### src/rtl/decode_stage_pipelined.sv
// Pipelined MIPS decode stage: register file with optional write-back bypass,
// RegDst select, load-use hazard detection and the ID/EX pipeline register.
module decode_stage_pipelined #(
  parameter int DATA_W    = 32,
  parameter int ADDR_W    = 5,
  parameter bit BYPASS_EN = 1'b1
) (
  input  logic              i_clk,
  input  logic              i_rst_n,
  input  logic              i_valid,
  input  logic [ADDR_W-1:0] i_Rs,
  input  logic [ADDR_W-1:0] i_Rt,
  input  logic [ADDR_W-1:0] i_Rd,
  input  logic              i_c_regDst,
  input  logic              i_c_regWrite,
  input  logic              i_c_memRead,
  input  logic              i_hold,
  input  logic              i_flush,
  input  logic              i_wb_we,
  input  logic [ADDR_W-1:0] i_wb_addr,
  input  logic [DATA_W-1:0] i_wb_data,
  output logic              o_stall,
  output logic              o_ex_valid,
  output logic [DATA_W-1:0] o_ex_op1,
  output logic [DATA_W-1:0] o_ex_op2,
  output logic [ADDR_W-1:0] o_ex_wrAddr,
  output logic              o_ex_regWrite,
  output logic              o_ex_memRead
);

  localparam int NUM_REGS = 2**ADDR_W;

  typedef struct packed {
    logic              valid;
    logic [DATA_W-1:0] op1;
    logic [DATA_W-1:0] op2;
    logic [ADDR_W-1:0] wr_addr;
    logic              reg_write;
    logic              mem_read;
  } id_ex_t;

  logic [DATA_W-1:0] regs [NUM_REGS];
  logic              wb_write;
  logic [DATA_W-1:0] rs_data;
  logic [DATA_W-1:0] rt_data;
  logic [ADDR_W-1:0] dest;
  id_ex_t            ex_q;
  id_ex_t            ex_d;

  assign wb_write = i_wb_we && (i_wb_addr != '0);

  // NOTE: the register file is cleared on reset because software may read any
  // register before writing it; a reset array cannot map onto a plain RAM macro.
  always_ff @(posedge i_clk or negedge i_rst_n) begin
    if (!i_rst_n) begin
      regs <= '{default: '0};
    end else if (wb_write) begin
      regs[i_wb_addr] <= i_wb_data;
    end
  end

  // NOTE: every always_comb output gets a default first so no path leaves it
  // unassigned, which is what would otherwise infer a latch.
  always_comb begin
    rs_data = regs[i_Rs];
    rt_data = regs[i_Rt];
    if (BYPASS_EN && wb_write && (i_wb_addr == i_Rs)) rs_data = i_wb_data;
    if (BYPASS_EN && wb_write && (i_wb_addr == i_Rt)) rt_data = i_wb_data;
    if (i_Rs == '0) rs_data = '0;
    if (i_Rt == '0) rt_data = '0;
  end

  assign dest = i_c_regDst ? i_Rd : i_Rt;

  // A load still in ID/EX cannot feed an instruction reading its destination.
  assign o_stall = i_valid && ex_q.valid && ex_q.mem_read && (ex_q.wr_addr != '0) &&
                   ((ex_q.wr_addr == i_Rs) || (ex_q.wr_addr == i_Rt));

  always_comb begin
    ex_d = ex_q;
    if (i_flush) begin
      ex_d = '0;
    end else if (i_hold) begin
      ex_d = ex_q;
    end else if (o_stall) begin
      ex_d = '0;
    end else begin
      ex_d.valid     = i_valid;
      ex_d.op1       = rs_data;
      ex_d.op2       = rt_data;
      ex_d.wr_addr   = dest;
      ex_d.reg_write = i_c_regWrite && i_valid;
      ex_d.mem_read  = i_c_memRead && i_valid;
    end
  end

  // NOTE: sequential state is assigned with <= so every flop samples the
  // pre-edge values regardless of block ordering.
  always_ff @(posedge i_clk or negedge i_rst_n) begin
    if (!i_rst_n) begin
      ex_q <= '0;
    end else begin
      ex_q <= ex_d;
    end
  end

  assign o_ex_valid    = ex_q.valid;
  assign o_ex_op1      = ex_q.op1;
  assign o_ex_op2      = ex_q.op2;
  assign o_ex_wrAddr   = ex_q.wr_addr;
  assign o_ex_regWrite = ex_q.reg_write;
  assign o_ex_memRead  = ex_q.mem_read;

endmodule
### config.mk
export PLATFORM = sky130hd
export DESIGN_NAME = decode_stage_pipelined
export DESIGN_NICKNAME = d
export VERILOG_FILES = /design/src/rtl/decode_stage_pipelined.sv
export SDC_FILE = /design/constraint.sdc
export NUM_CORES = 2
export LEC_CHECK = 0
export CAP_MARGIN = 25
export CORE_AREA = 3 3 251 499
export DETAILED_ROUTE_END_ITERATION = 10
export DIE_AREA = 0 0 254 502
export GPL_TIMING_DRIVEN = 0
export PLACE_DENSITY = 0.67
export SYNTH_ARGS = -nofsm -noshare
export SYNTH_HDL_FRONTEND = slang
export SYNTH_SLANG_ARGS = --single-unit
### constraint.sdc
create_clock -name i_clk -period 4.4 [get_ports i_clk]
set_input_delay 0.66 -clock i_clk [delete_from_list [all_inputs] [get_ports i_clk]]
set_output_delay 0.66 -clock i_clk [all_outputs]
set_load 0.1 [all_outputs]
==> results.cfg <==
[run_status]
outcome = finished, final reports clean

[drt]
drc = 0
ant_nets = 0
routed_via_density = 7.133
num_vias = 41436
wirelength_um = 255700
drt_first_pass_iters = 6
wl_per_cell_um = 44.01
drt_iter0_drc = 4994

[die]
io_pins = 134
die_area_um2 = 127500
initial_core_util_pct = 46.81
die_w_um = 254
core-area_um2 = 121800
num_rows = 181
die-height_um = 502

[worst_setup_path]
r2r_slack_ns = 1.31
reg2reg_from = o_ex_wrAddr[2]$_DFFE_PN0P_
endpoint = o_stall
crit_required_ns = 3.74
worstSetupEndpointType = output pin
critical_path_class = input port to output pin
cp_data_arrival_time_ns = 3.57
critPathLaunchType = input port
critPathLaunch = i_Rt[3]
r2r-end = o_ex_op2[4]$_DFFE_PN0P_
critPathMaxFanout = 10
reg2reg_depth = 6

[sta]
skew_ns = 0.03935
min_period_ns = 4.234
fin_crit_sh_pct = 96.24
rsz0062_at_grt = no
drv_slew = 0
finalSetupViolCount = 0
tightest_slew_ns = 1.280
tns_ns = 0
hold_viol = 0
max_freq_mhz = 236.2
fin_ws_ns = 0.1656
timing.slew.headroom_pct = 14.18

[synth]
synth_compound_area_share_pct = 7.007
synth_area_per_cell_um2 = 14.73
ys_seq_area_share_pct = 48.09
ys_ff_latch = 1096
synth_top_family_by_area = multiplexers
ys_types = 46
synth_xor_area_share_pct = 0.3071
synth_edf_count = 0
yosysTopAreaCell = dfrtp_1
synth_fp_nets = 3933
async_flop_share_pct = 100.0
yosysMostFrequentCell = dfrtp_1
yosys.area_share.simple_pct = 1.437
yosys-mux-area-fraction_pct = 39.41
synth_top_area_share_pct = 48.09
yosys_warnings = 0
yosys-top-cells-area = dfrtp_1 48%, mux2_2 20%, mux4_2 15%, mux2i_1 4.6%, clkbuf_1 1.6%
ys.flop_type = dfrtp_1
synthTopCellsByCount = 1096 x dfrtp_1, 993 x mux2_2, 386 x mux4_2, 260 x mux2i_1, 249 x clkbuf_1
synth-adder-area-share_pct = 0
synth_area_um2 = 57030
postSynthCellCount = 3872

[power_and_ir_drop]
power_density_nw_per_um2 = 457.2
ir_drop_v = 0.0003110
p_leak_nw = 27.73

[clock_network]
cts_made_buffers = 99
clock_path_buffers = 3
clk_pin_slew_ns = 0.07
clk_latency_ns = 0.77
cts_post_setup_buffers_inserted = 0
root_buffer = clkbuf_16
cts_sinks = 1096
cts_tree = yes
ctsHtreeMaxLevel = 3

[flow_run]
drv_cap = 0

[place]
place_congestion = 1.052
numPortBuffers = 121
dp_slack_ns = -0.3135
hpwlAfterDp_um = 185800
place_area_um2 = 61020
placedCellCount = 5602

[layout]
post-route-util_pct = 52.97
final_cells = 5809
areaGrowthSynthToFinish_pct = 13.15
fin_area_um2 = 64540
drive_above_1_share_pct = 42.18
nNetsFinal = 4224
fillers = 10254

[global_route]
grt_max_degree = 179
grt_pass1_wl_um = 346300
grt_pass1_vias = 41760
grt_usage_pct = 40.59
antenna_found_initial = 14
overflow = 0

[min_path]
hp-class = input port to register
==> flip-flops by register name (all words and copies together), names as in the netlist <==
name	flops
o_ex_regWrite	1
o_ex_wrAddr	5
o_ex_op2	32
o_ex_memRead	1
o_ex_op1	32
o_ex_valid	1
regs	1024
==> what timing repair did <==
item                                   in CTS  in global routing
hold buffers                                1                  0
endpoints found under the hold margin      82                  0
resized for setup                           0                  0
==> critical path, cell delays in order <==
cell,delay (ns)
clkdlybuf4s50_1,0.65
buf_2,0.47
xor2_1,0.12
nor2_1,0.12
a22oi_1,0.13
nor2_1,0.22
clkdlybuf4s50_1,1.18
==> kinds of logic (layout without fill, tap and decap cells) <==
kind of cell    Yosys count  count (layout)
mux                    1639            1639
flops                  1096            1096
compound gates          503             503
buf+inv                 459             828
simple gates            155             155
xor+xnor                 20              20
other cells               0              13
==> how the worst min path moves through the flow <==
| stage | endpoint | depth (start not counted) | startpoint | slack, ns |
|---|---|---|---|---|
| floorplan | o_ex_memRead$_DFFE_PN0P_ | 0 | i_rst_n | 0.36 |
| global placement | regs[1005]$_DFFE_PN0P_ | 1 | regs[1005]$_DFFE_PN0P_ | 0.45 |
| detailed placement | regs[995]$_DFFE_PN0P_ | 1 | regs[995]$_DFFE_PN0P_ | 0.47 |
| CTS | o_ex_wrAddr[4]$_DFFE_PN0P_ | 3 | i_c_regDst | 0.39 |
| global route | o_ex_wrAddr[3]$_DFFE_PN0P_ | 3 | i_c_regDst | 0.43 |
| finish | o_ex_wrAddr[4]$_DFFE_PN0P_ | 3 | i_c_regDst | 0.39 |
==> placed cells by master (no fill, tap or decap), types with 6 or more instances in the layout <==
master | Yosys | final
mux4_2 | 386 | 386
o22ai_1 | 63 | 63
clkinv_2 | 0 | 19
nor4_1 | 20 | 20
clkbuf_8 | 0 | 21
bufinv_16 | 0 | 8
a21oi_1 | 46 | 46
xnor2_1 | 6 | 6
a22oi_1 | 89 | 89
buf_2 | 102 | 113
a2111oi_1 | 13 | 13
nand2_1 | 23 | 23
clkbuf_1 | 249 | 262
mux2i_1 | 260 | 260
clkdlybuf4s50_1 | 0 | 120
a221o_1 | 64 | 64
diode_2 | 0 | 13
buf_16 | 0 | 11
nand3b_1 | 7 | 7
nor2_1 | 26 | 25
buf_1 | 53 | 53
xor2_1 | 14 | 14
buf_8 | 1 | 35
clkinvlp_4 | 0 | 8
buf_6 | 22 | 23
nor3_1 | 51 | 50
buf_4 | 30 | 35
inv_6 | 0 | 6
a211oi_1 | 63 | 63
o221ai_1 | 63 | 63
a22o_1 | 82 | 82
dfrtp_1 | 1096 | 1096
mux2_2 | 993 | 993
clkbuf_16 | 0 | 100
==> per-stage QoR <==
step / total power, mW / hold slack, ns
after floorplan: 17.41 / 0.3644
after global placement: 19.90 / 0.4516
after detailed placement: 20.18 / 0.4682
after CTS: 29.24 / 0.3910
after global routing: 30.22 / 0.4306
final: 29.51 / 0.3948
==> cell type report <==
type,instances,area (um2),area share [%]
clock inverter,43,473.0,0.7328
sequential,1096,27430,42.50
inverter,2,7.507,0.01163
multi-input combinational,2317,27480,42.58
antenna,13,32.53,0.05041
tap,1555,1946,3.015
timing repair buffer,190,2188,3.391
buffer,457,2135,3.307
clock buffer,136,2848,4.413
==> routing by layer <==
layer / vias up / wire length [um] / GRT usage [%]
li1: 15693 / - / -
met1: 21781 / 78180 / 41.74
met2: 2880 / 115300 / 61.50
met3: 1078 / 23820 / 11.99
met4: 4 / 38330 / 47.00
met5: - / 30 / 0.1174
==> report_power, final <==
part | switching [mW] | internal, mW
clock | 4.21 | 5.01
sequential | 1.44 | 11.9
combinational | 3.62 | 3.33
Note: power is estimated with default switching activity, not from simulation.
